**config.mk**
```make
export PLATFORM = sky130hd
export DESIGN_NAME = vm_request_arbiter
export DESIGN_NICKNAME = d
export VERILOG_FILES = /design/src/rtl/vm_request_arbiter.sv
export SDC_FILE = /design/constraint.sdc
export NUM_CORES = 1
export LEC_CHECK = 0
export BUFFER_PORTS_ARGS = -buffer_cell sky130_fd_sc_hd__buf_4
export CORE_ASPECT_RATIO = 0.6
export CORE_UTILIZATION = 45
export CTS_CLUSTER_DIAMETER = 50
export DETAILED_ROUTE_END_ITERATION = 10
export PLACE_DENSITY_LB_ADDON = 0.05
export SLEW_MARGIN = 25
export SYNTH_ARGS = -nofsm -noshare
export SYNTH_HDL_FRONTEND = slang
export SYNTH_SLANG_ARGS = --single-unit
```
**constraint.sdc**
```tcl
create_clock -name clk -period 2.4 [get_ports clk]
set_input_delay 0.24 -clock clk [delete_from_list [all_inputs] [get_ports clk]]
set_output_delay 0.24 -clock clk [all_outputs]
set_load 0.05 [all_outputs]
```
**src/rtl/vm_request_arbiter.sv**
```systemverilog
// vm_request_arbiter: synchronises three raw buttons and latches one pending
// request per source. A four-state controller issues one request at a time
// to the vending FSM. It checks credit before issuing, waits for a
// per-source acknowledge (or times out), then holds a fixed idle gap.
module vm_request_arbiter #(
  parameter int GAP_CYCLES  = 4,
  parameter int ACK_TIMEOUT = 15
) (
  input  logic       clk,
  input  logic       rst,
  input  logic       btn_coin,
  input  logic       btn_coffee,
  input  logic       btn_sprite,
  input  logic [1:0] vm_credit,
  input  logic       vm_coffee_done,
  input  logic       vm_sprite_done,
  output logic       o_coin,
  output logic       o_coffee,
  output logic       o_sprite,
  output logic       o_busy,
  output logic       o_reject,
  output logic       o_err_timeout
);

  typedef enum logic [1:0] {
    ST_IDLE  = 2'd0,
    ST_ISSUE = 2'd1,
    ST_WAIT  = 2'd2,
    ST_GAP   = 2'd3
  } state_t;

  localparam logic [3:0] GAP_LAST = 4'(GAP_CYCLES - 1);
  localparam logic [3:0] ACK_LAST = 4'(ACK_TIMEOUT - 1);

  // Source vectors are ordered {sprite, coffee, coin}.
  logic [2:0] btn_raw_s;
  logic [2:0] sync1_q, sync1_d, sync2_q, sync2_d, hist_q, hist_d;
  logic [1:0] warm_q, warm_d;
  logic [2:0] pend_q, pend_d;
  logic [2:0] rise_s, clr_s, sel_s;
  logic       ready_s, pass_s, ack_s;
  state_t     state_q, state_d;
  logic [2:0] src_q, src_d;
  logic [1:0] credit_q, credit_d;
  logic [3:0] cnt_q, cnt_d;
  logic       reject_q, reject_d;
  logic       err_q, err_d;

  assign btn_raw_s = {btn_sprite, btn_coffee, btn_coin};

  // Synchroniser, edge history and pending bits.
  // Edge detection stays masked for three edges after reset so that a
  // button already held at release is absorbed into the history.
  always_comb begin
    sync1_d = btn_raw_s;
    sync2_d = sync1_q;
    hist_d  = sync2_q;
    ready_s = (warm_q == 2'd3);
    if (ready_s) begin
      warm_d = warm_q;
      rise_s = sync2_q & ~hist_q;
    end else begin
      warm_d = warm_q + 2'd1;
      rise_s = 3'b000;
    end
    // A new edge wins over a clear on the same edge.
    pend_d = (pend_q & ~clr_s) | rise_s;
  end

  // Next-state logic: selection, credit check, acknowledge wait and gap timing.
  always_comb begin
    state_d  = state_q;
    src_d    = src_q;
    credit_d = credit_q;
    cnt_d    = cnt_q;
    reject_d = 1'b0;
    err_d    = err_q;
    clr_s    = 3'b000;
    sel_s    = 3'b000;
    pass_s   = 1'b0;
    ack_s    = 1'b0;
    case (state_q)
      ST_IDLE: begin
        if (pend_q != 3'b000) begin
          if (pend_q[2]) begin
            sel_s = 3'b100;
          end else if (pend_q[1]) begin
            sel_s = 3'b010;
          end else begin
            sel_s = 3'b001;
          end
          clr_s  = sel_s;
          pass_s = (sel_s[2] & (vm_credit == 2'd3)) |
                   (sel_s[1] & (vm_credit != 2'd0)) |
                   (sel_s[0] & (vm_credit != 2'd3));
          if (pass_s) begin
            state_d  = ST_ISSUE;
            src_d    = sel_s;
            credit_d = vm_credit;
          end else begin
            reject_d = 1'b1;
          end
        end else begin
          state_d = ST_IDLE;
        end
      end
      ST_ISSUE: begin
        state_d = ST_WAIT;
        cnt_d   = 4'd0;
      end
      ST_WAIT: begin
        // Coin has no done strobe; a change of credit is its acknowledge.
        ack_s = (src_q[2] & vm_sprite_done) |
                (src_q[1] & vm_coffee_done) |
                (src_q[0] & (vm_credit != credit_q));
        if (ack_s) begin
          state_d = ST_GAP;
          cnt_d   = 4'd0;
        end else if (cnt_q == ACK_LAST) begin
          state_d = ST_GAP;
          cnt_d   = 4'd0;
          err_d   = 1'b1;
        end else begin
          cnt_d = cnt_q + 4'd1;
        end
      end
      ST_GAP: begin
        if (cnt_q == GAP_LAST) begin
          state_d = ST_IDLE;
          cnt_d   = 4'd0;
        end else begin
          cnt_d = cnt_q + 4'd1;
        end
      end
      default: begin
        state_d = ST_IDLE;
        cnt_d   = 4'd0;
      end
    endcase
  end

  // State and datapath registers with asynchronous reset.
  always_ff @(posedge clk or posedge rst) begin
    if (rst) begin
      sync1_q  <= 3'b000;
      sync2_q  <= 3'b000;
      hist_q   <= 3'b000;
      warm_q   <= 2'd0;
      pend_q   <= 3'b000;
      state_q  <= ST_IDLE;
      src_q    <= 3'b000;
      credit_q <= 2'd0;
      cnt_q    <= 4'd0;
      reject_q <= 1'b0;
      err_q    <= 1'b0;
    end else begin
      sync1_q  <= sync1_d;
      sync2_q  <= sync2_d;
      hist_q   <= hist_d;
      warm_q   <= warm_d;
      pend_q   <= pend_d;
      state_q  <= state_d;
      src_q    <= src_d;
      credit_q <= credit_d;
      cnt_q    <= cnt_d;
      reject_q <= reject_d;
      err_q    <= err_d;
    end
  end

  // Outputs decoded purely from registered state.
  always_comb begin
    o_coin        = (state_q == ST_ISSUE) & src_q[0];
    o_coffee      = (state_q == ST_ISSUE) & src_q[1];
    o_sprite      = (state_q == ST_ISSUE) & src_q[2];
    o_busy        = (state_q != ST_IDLE);
    o_reject      = reject_q;
    o_err_timeout = err_q;
  end

endmodule
```
Word level (Yosys, flattened, before mapping)
Index checks and enable logic that the tools add are counted.
{"block": "classes", "add_sub_neg": 2, "eq_ne": 12, "mux": 20, "n_bitwise": 19, "reduce_logical": 8}
{"operator": "$mux 3", "n": 6}
{"operator": "$mux 2", "n": 6}
{"operator": "$mux 4", "n": 3}
{"operator": "$pmux 4 s3", "n": 1}
{"operator": "$and 1x1->1", "n": 9}
{"operator": "$reduce_and 3->1", "n": 3}
{"operator": "$eq 2x2->1 const B", "n": 4}
{"operator": "$pmux 2 s4", "n": 1}
{"operator": "$and 3x3->3", "n": 2}
{"operator": "$ne 3x3->1 const B", "n": 2}
{"operator": "$not 3->3", "n": 2}
{"operator": "$reduce_bool 3->1", "n": 2}
{"operator": "$add 4x1->4 const B", "n": 1}
{"operator": "$eq 4x2->1 const B", "n": 1}
{"operator": "$eq 4x4->1 const B", "n": 1}
{"operator": "$ne 2x2->1 const B", "n": 2}
{"operator": "$or 1x1->1", "n": 4}
{"operator": "$reduce_bool 2->1", "n": 2}
{"operator": "$mux 1", "n": 3}
{"operator": "$or 3x3->3", "n": 1}
{"operator": "$add 2x1->2 const B", "n": 1}
{"operator": "$eq 2x1->1 const B", "n": 1}
{"operator": "$logic_not 2->1", "n": 1}
{"operator": "$ne 2x2->1", "n": 1}
{"operator": "$not 1->1", "n": 1}
{"block": "totals", "register_bits": 27, "inputBits": 9, "output_inout_bits": 6, "wordCells": 72}

Longest topological paths before layout
Gate-level depths: netlist (run 1).
{"block": "logic_depth", "word_depth": 10, "depth_mapped": 6, "mapped_depth_nobuf": 6}

Worst setup path before layout (run 1)
No wires, ideal clock.
{"block": "synth_timing", "path_kind": "reg2reg", "startpoint": "register state_q[0]", "endpoint": "register state_q[1]", "setup_time_ps": 125, "t_arrival_ps": 1574, "required_ps": 2275, "setup_slack_ps": 701, "stages_incl_launch_ff": 7, "n_path_buf": 0, "synth_period_minus_slack_ps": 1699, "path_cell_list": "dfrtp_1 -> inv_1 -> ha_1 -> inv_1 -> a21oi_1 -> nor2_2 -> mux2_4"}
{"block": "synth_via", "elab_chain_len": 3, "word_cells_on_any_way": 9, "classes_between": "eq/ne (6); mux (1); reduce/logical (2)"}
{"element": "start, declared", "line": "42", "text": "state_t state_q, state_d;"}
{"element": "start signal, assigned", "line": "162", "text": "state_q <= state_d;"}
{"element": "$eq 2x2->1, or another cell as far along"}
{"element": "$ne 3x3->1 (no source line) or $ne 2x2->1 (tied branches)"}
{"element": "$reduce_and 3->1 (no source line)"}
Several ways; a longest one is shown, not always the timed one.
A chain may end at the register's enable or synchronous reset.

Final worst setup path (run 1)
{"block": "layout_timing", "startpoint": "register cnt_q[0]", "endpoint": "register state_q[1]"}
{"block": "layout_via", "elab_chain_len": 3, "word_cells_on_any_way": 5, "classes_between": "eq/ne (4); reduce/logical (1)"}
{"element": "start, declared", "line": "45", "text": "logic [3:0] cnt_q, cnt_d;"}
{"element": "start signal, assigned", "line": "165", "text": "cnt_q <= cnt_d;"}
{"element": "$eq 4x4->1 or $eq 4x2->1 (tied branches)", "line": "119, 128"}
{"element": "$ne 3x3->1 (no source line) or $ne 2x2->1 (tied branches)"}
{"element": "$reduce_and 3->1 (no source line) *"}
Every way passes the cells marked *; elsewhere a longest branch is shown, timed or not.

==> results of run 1 <==
[how the worst max path moves through the flow]
stage,from,endpoint,slack (ns),depth (start not counted)
detailed placement,cnt_q[0],state_q[1],0.64,6
global placement,cnt_q[0],state_q[1],0.71,6
floorplan,state_q[0],state_q[1],0.70,6
global route,cnt_q[0],state_q[1],0.54,6
finish,cnt_q[0],state_q[1],0.63,6
CTS,cnt_q[0],state_q[1],0.64,6
[metal layers]
| metal | vias to the layer above | share of wire |
|---|---|---|
| met5 | - | 0 |
| li1 | 400 | - |
| met2 | 22 | 0.40 |
| met3 | 2 | 0.052 |
| met4 | 0 | 0.0036 |
| met1 | 418 | 0.54 |
[state kept, by name, indices dropped and copies added (netlist names)]
name           flops
src_q              3
sync1_q            3
credit_q           2
pend_q             3
o_err_timeout      1
state_q            2
o_reject           1
warm_q             2
cnt_q              4
hist_q             3
hist_d             3
[cells by family after synthesis]
family,count (synthesis),synth area share
buf+inv,10,0.0350
xor+xnor,3,0.0263
fa+ha+maj,8,0.0778
compound gates,22,0.132
mux,9,0.0953
flops,27,0.525
simple gates,27,0.108
[cell type report]
cell class / count / area (sq um)
Clock buffer: 4 / 45.0
Tap cell: 32 / 40.0
Fill cell: 233 / 1140
Inverter: 9 / 33.8
Sequential cell: 27 / 676
Multi-Input combinational cell: 69 / 566
Timing Repair Buffer: 15 / 113
[power by group through the flow]
stage	Sequential (mW)	Clock (mW)	Combinational [mW]
after floorplan	0.667	0	0.600
after global placement	0.666	0	0.772
after detailed placement	0.673	0	0.783
after CTS	0.665	0.258	0.783
after global routing	0.681	0.287	0.847
final	0.663	0.254	0.783
[through the flow]
step	worst slack (ns)	hold WS, ns	power [mW]	instances
global route	0.535	0.0367	1.81	156
floorplan	0.701	0.271	1.27	106
CTS	0.638	0.0328	1.71	156
detailed placement	0.636	0.333	1.46	152
finish	0.631	0.0179	1.70	156
global placement	0.713	0.321	1.44	152
[worst min-delay path: cells and delay by family]
family / cells / cell delay (ns)
buf+inv: 3 / 0.46
[cell usage in the layout, fill, tap and decap left out]
master    netlist  final
and2_1          4      4
a221oi_1        1      1
and3_1          1      1
ha_1            8      8
nand3b_1        2      2
dfrtp_1        27     27
clkbuf_1        0      1
nand3_1         3      3
a311oi_2        1      1
nand4_1         1      1
mux2_2          1      1
mux2_4          6      6
a22oi_1         1      1
a21boi_2        1      1
nor2_2          1      1
o21ai_0         7      7
a32o_1          2      2
a21o_1          1      1
buf_4           0     15
inv_1           9      9
mux2i_1         1      1
o31ai_4         1      1
o32ai_1         1      1
a21boi_0        1      1
mux2_1          1      1
nor2_1          5      5
nand2b_1        1      1
o21ai_1         2      2
nand2_1         6      6
o31ai_1         1      1
a21oi_1         2      2
nor3_1          1      1
nor2b_1         1      1
xnor2_1         2      2
clkbuf_8        0      3
xnor2_2         1      1
nand2_2         1      1
==> flow_metrics.env, run 1 <==
export IMPL_crit_family="compound AO/OA/AOI/OAI gates"
export IMPL_fin_area_sq_um=1470
export IMPL_grt_busiest_layer="met1"
export IMPL_synth_top_area_frac=0.525
export IMPL_syn_area_per_cell_sq_um=12.1
export IMPL_drt_drc_violations_left=1
export IMPL_crit_fanout=5
export IMPL_die_x_um=71.0
export IMPL_syn_cell_area_sq_um=1290
export IMPL_synth_enable_flop_cells=0
export IMPL_violations="design-rule violations"
export IMPL_cts_tree="built"
export IMPL_start_util=0.493
export IMPL_layout_drive_gt1_share=0.250
export IMPL_die_h_um=43.4
export IMPL_rsz0062_at_grt="no"
export IMPL_syn2layout_area_growth_pct=14.5
export IMPL_path_clk_slew_ns=0.09
export IMPL_antenna_found_initial=0
export IMPL_num_nets_final=142
export IMPL_path_buf_inv=1
export IMPL_p_sw_mw=0.664
export IMPL_synthMostInstantiatedCell="dfrtp_1"
export IMPL_ys_ff_latch=27
export IMPL_place_congestion=0.820
export IMPL_finalCriticalPeriod_ns=1.77
export IMPL_cp_cell_sequence="ha_1 -> inv_1 -> o31ai_1 -> o31ai_4 -> nor2_2 -> mux2_4"
export IMPL_critPathSlowestCell="dfrtp_1"
export IMPL_place_hpwl_um=1730
export IMPL_cp_required_ns=2.56
export IMPL_synth_fp_nets=123
export IMPL_arrival_ns=1.93
export IMPL_viasPerCell=5.40
export IMPL_yosysWarnings=0
export IMPL_r2r_slack_ns=0.63
export IMPL_synth_top_area_cell="dfrtp_1"
export IMPL_slew_headroom=0.747
export IMPL_maxSlewViolCount=0
export IMPL_start_kind="flip-flop"
export IMPL_async_flop_share=1.00
export IMPL_drt_wl_total_um=2230
export IMPL_grt_ovfl_total=0
export IMPL_io_buffer_count=14
export IMPL_clockBufferDepth=2
export IMPL_p_int_mw=1.04
export IMPL_use_met1=0.263
export IMPL_grt_start_max_net_pins=28
export IMPL_drt_pass1_iterations=7
export IMPL_root_buffer="clkbuf_8"
export IMPL_antennaDiodeCount=0
export IMPL_place_area_sq_um=1430
export IMPL_worst_pin_slew_ns=0.377
export IMPL_postCtsHoldBufs=0
export IMPL_yosys_top_cells_area="dfrtp_1, ha_1, mux2_4"
export IMPL_clock_sinks=27
export IMPL_placeableCoreArea_sq_um=2610
export IMPL_power_density_nw_per_um2=1150
export IMPL_setup_viol=0
export IMPL_critPathKind="flip-flop to flip-flop"
export IMPL_r2r_end="state_q[1]"
export IMPL_ys_top_cells_by_count="dfrtp_1, inv_1, ha_1, o21ai_0"
export IMPL_cts_buffers=3
export IMPL_hold_class="input port to async pin"
export IMPL_min_period_over_period=0.737
export IMPL_htree_num_levels=1
export IMPL_wire_per_inst_um=14.3
export IMPL_fin_tns_setup_ns=0
export IMPL_drt_initial_drc_count=57
export IMPL_ir_drop_mv=0.530
export IMPL_postRouteAntennaNets=0
export IMPL_skew_ns=0.00681
export IMPL_vias=842
export IMPL_gr_usage_met3=0.0558
export IMPL_synthCells=106
export IMPL_grt_pass1_wl_um=3730
export IMPL_power_leakage_nw=0.675
export IMPL_ys_types=35
export IMPL_reg2regPathDepth=6
export IMPL_synthFlopType="dfrtp_1"
export IMPL_p_sw_frac=0.390
export IMPL_post_route_util=0.564
export IMPL_r2r_start="cnt_q[0]"
export IMPL_gr_usage_met2=0.225
export IMPL_clk_latency_ns=0.27
export IMPL_yosysSeqAreaShare=0.525
export IMPL_max_stage_delay_ns=0.41
export IMPL_cts_setup_buffers=0
export IMPL_dieArea_sq_um=3080
export IMPL_power_frac_seq=0.390
export IMPL_rows=14
export IMPL_first_global_vias=734
export IMPL_max_cap_viol_count=0
export IMPL_p_comb_frac=0.461
export IMPL_grtUsageTotal=0.168
export IMPL_clkPwrFrac=0.149
export IMPL_end_kind="flip-flop"
export IMPL_status="finished, violations left"
export IMPL_io_pins=15
export IMPL_hold_viol=0
export IMPL_ctsResizeCount=0
export IMPL_fmax_mhz=565
Power figures use the tool's default switching activity.
==> run 2, diff against run 1 <==
- ABC_AREA: default -> 1
- clock period: 2.4 -> 1.6 ns (I/O delays scaled with it)
==> run 2 against run 1 <==
Compared with the run above: the flow now finishes without violations; highest routed layer unchanged; largest power group unchanged; register-to-register slack got worse by 0.46 ns; critical path type is now flip-flop to primary output; critical path depth decreased by 2; area after synthesis is 1.3% higher; combinational power is 48% higher.
==> flow_metrics.env, run 2 <==
export IMPL_htree_num_levels=1
export IMPL_synth_top_area_cell="dfrtp_1"
export IMPL_rsz0062_at_grt="no"
export IMPL_async_flop_share=1.00
export IMPL_placeableCoreArea_sq_um=2630
export IMPL_setup_viol=0
export IMPL_ys_top_cells_by_count="nand2_1, dfrtp_1, inv_1, ha_1"
export IMPL_power_density_nw_per_um2=1620
export IMPL_layout_commonest_cell="nand2_1"
export IMPL_layout_drive_gt1_share=0.210
export IMPL_die_h_um=43.7
export IMPL_die_x_um=71.5
export IMPL_synth_enable_flop_cells=0
export IMPL_layout_common_cells="nand2_1, dfrtp_1, inv_1"
export IMPL_min_period_over_period=0.945
export IMPL_clk_latency_ns=0.28
export IMPL_critPathSlowestCell="dfrtp_1"
export IMPL_grtUsageTotal=0.172
export IMPL_io_pins=15
export IMPL_finalWorstSetupSlack_ns=0.0878
export IMPL_grt_pass1_wl_um=3930
export IMPL_syn_cell_area_sq_um=1300
export IMPL_num_nets_final=185
export IMPL_dieArea_sq_um=3120
export IMPL_skew_ns=0.00389
export IMPL_yosys_top_cells_area="dfrtp_1, nand2_1, ha_1"
export IMPL_crit_family="buffers and inverters"
export IMPL_antenna_found_initial=0
export IMPL_hold_viol=0
export IMPL_finalCriticalPeriod_ns=1.51
export IMPL_fin_tns_setup_ns=0
export IMPL_clockBufferDepth=2
export IMPL_fmax_mhz=661
export IMPL_cp_required_ns=1.44
export IMPL_power_leakage_nw=0.820
export IMPL_max_stage_delay_ns=0.41
export IMPL_crit_fanout=4
export IMPL_wire_per_inst_um=11.6
export IMPL_path_buf_inv=3
export IMPL_syn2layout_area_growth_pct=19.2
export IMPL_largest_register_ff_count=4
export IMPL_end_kind="primary output"
export IMPL_place_congestion=0.783
export IMPL_cts_tree="built"
export IMPL_root_buffer="clkbuf_8"
export IMPL_syn_area_per_cell_sq_um=9.05
export IMPL_first_global_vias=880
export IMPL_dpl_worst_slack_ns=0.165
export IMPL_dp_cells=191
export IMPL_synthMostInstantiatedCell="nand2_1"
export IMPL_rows=14
export IMPL_cts_buffers=3
export IMPL_timing_critical_path_mode_cell="inv_1"
export IMPL_max_cap_viol_count=0
export IMPL_place_hpwl_um=1730
export IMPL_synth_top_area_frac=0.519
export IMPL_maxSlewViolCount=0
export IMPL_io_buffer_count=14
export IMPL_instances_no_fill=199
export IMPL_grt_ovfl_total=0
export IMPL_ys_ff_latch=27
export IMPL_ys_types=20
export IMPL_ir_drop_mv=0.845
export IMPL_drt_wl_total_um=2310
export IMPL_slew_headroom=0.776
export IMPL_worst_pin_slew_ns=0.336
export IMPL_synth_fp_nets=161
export IMPL_cp_cell_sequence="inv_1 -> ha_1 -> inv_1 -> buf_6"
export IMPL_viasPerCell=4.75
export IMPL_drt_drc_violations_left=0
export IMPL_postRouteAntennaNets=0
export IMPL_drt_pass1_iterations=4
export IMPL_start_util=0.496
export IMPL_antennaDiodeCount=0
export IMPL_vias=946
export IMPL_start_kind="flip-flop"
export IMPL_yosysWarnings=0
export IMPL_yosysSeqAreaShare=0.519
export IMPL_arrival_ns=1.35
export IMPL_drt_initial_drc_count=21
export IMPL_status="complete, no violations"
export IMPL_hold_class="input port to flip-flop"
export IMPL_top_register="cnt_q"
export IMPL_synthCells=144
export IMPL_clock_sinks=27
export IMPL_synthFlopType="dfrtp_1"
export IMPL_path_clk_slew_ns=0.10
export IMPL_critPathKind="flip-flop to primary output"
export IMPL_grt_start_max_net_pins=28
[run 2: cell types whose count changed after synthesis, moves of 4 or more]
cell,change
and2_1,-4
inv_1,+11
nand2_2,+4
o21ai_1,+5
nand2_1,+39
mux2_4,-6
[run 2: tightest hold or removal path: stages]
cell,delay (ns)
buf_4,0.13
inv_1,0.07
o21ai_1,0.07
[run 2: final timing paths]
kind                              start           to  slack [ns]  depth (start not counted)
hold / removal             vm_credit[0]  credit_q[0]        0.18                          3
setup / recovery             state_q[0]       o_busy        0.09                          4
hold reg to reg              sync1_q[2]    hist_d[2]        0.36                          0
max in group asynchronous           rst   state_q[1]        0.85                          4
setup reg to reg             state_q[0]     cnt_q[3]        0.17                          8
min in group asynchronous           rst     o_reject        0.50                          4
[run 2: layout make-up]
type,count,area (sq um)
timing repair buffer,19,156
clock buffer,3,41.3
inverter,22,82.6
sequential,27,676
fill,229,1070
tap,32,40.0
clock inverter,1,8.76
multi-input combinational,95,548
[run 2: cell families after synthesis]
family / after synthesis / synth area share
AO/OA/AOI/OAI: 15 / 0.0624
XOR/XNOR: 2 / 0.0135
adder cells (fa/ha/maj): 8 / 0.0769
buffers and inverters: 22 / 0.0634
flip-flops: 27 / 0.519
AND/OR/NAND/NOR: 70 / 0.265
[run 2: repair_timing]
item / in CTS / in global routing
resized for setup: 0 / 2
endpoints found under the hold margin: 30 / 0
setup endpoints to repair: 0 / 2
buffers inserted: 0 / 0
hold buffers: 4 / 0
[run 2: layer usage]
metal	vias to the layer above	share of wire	wire length, um	global-route usage
met5	-	0	0	0
met1	427	0.51	1190	0.238
li1	492	-	-	-
met2	25	0.43	1000	0.270
met4	0	0.0069	16	0.0471
met3	2	0.045	103	0.0488
[run 2: power by group]
part / switching, mW / internal (mW)
combinational: 0.759 / 0.397
clock: 0.222 / 0.183
sequential: 0.120 / 0.834
total: 1.10 / 1.41
[run 2: metrics by stage]
stage / hold slack (ns) / power, mW / util / instance area, sq um
after floorplan: 0.191 / 1.81 / - / 1300
after global placement: 0.245 / 2.05 / 0.554 / 1460
after detailed placement: 0.264 / 2.08 / 0.554 / 1460
after CTS: 0.169 / 2.51 / 0.588 / 1550
after global routing: 0.183 / 2.70 / 0.591 / 1550
final: 0.181 / 2.52 / 0.591 / 1550
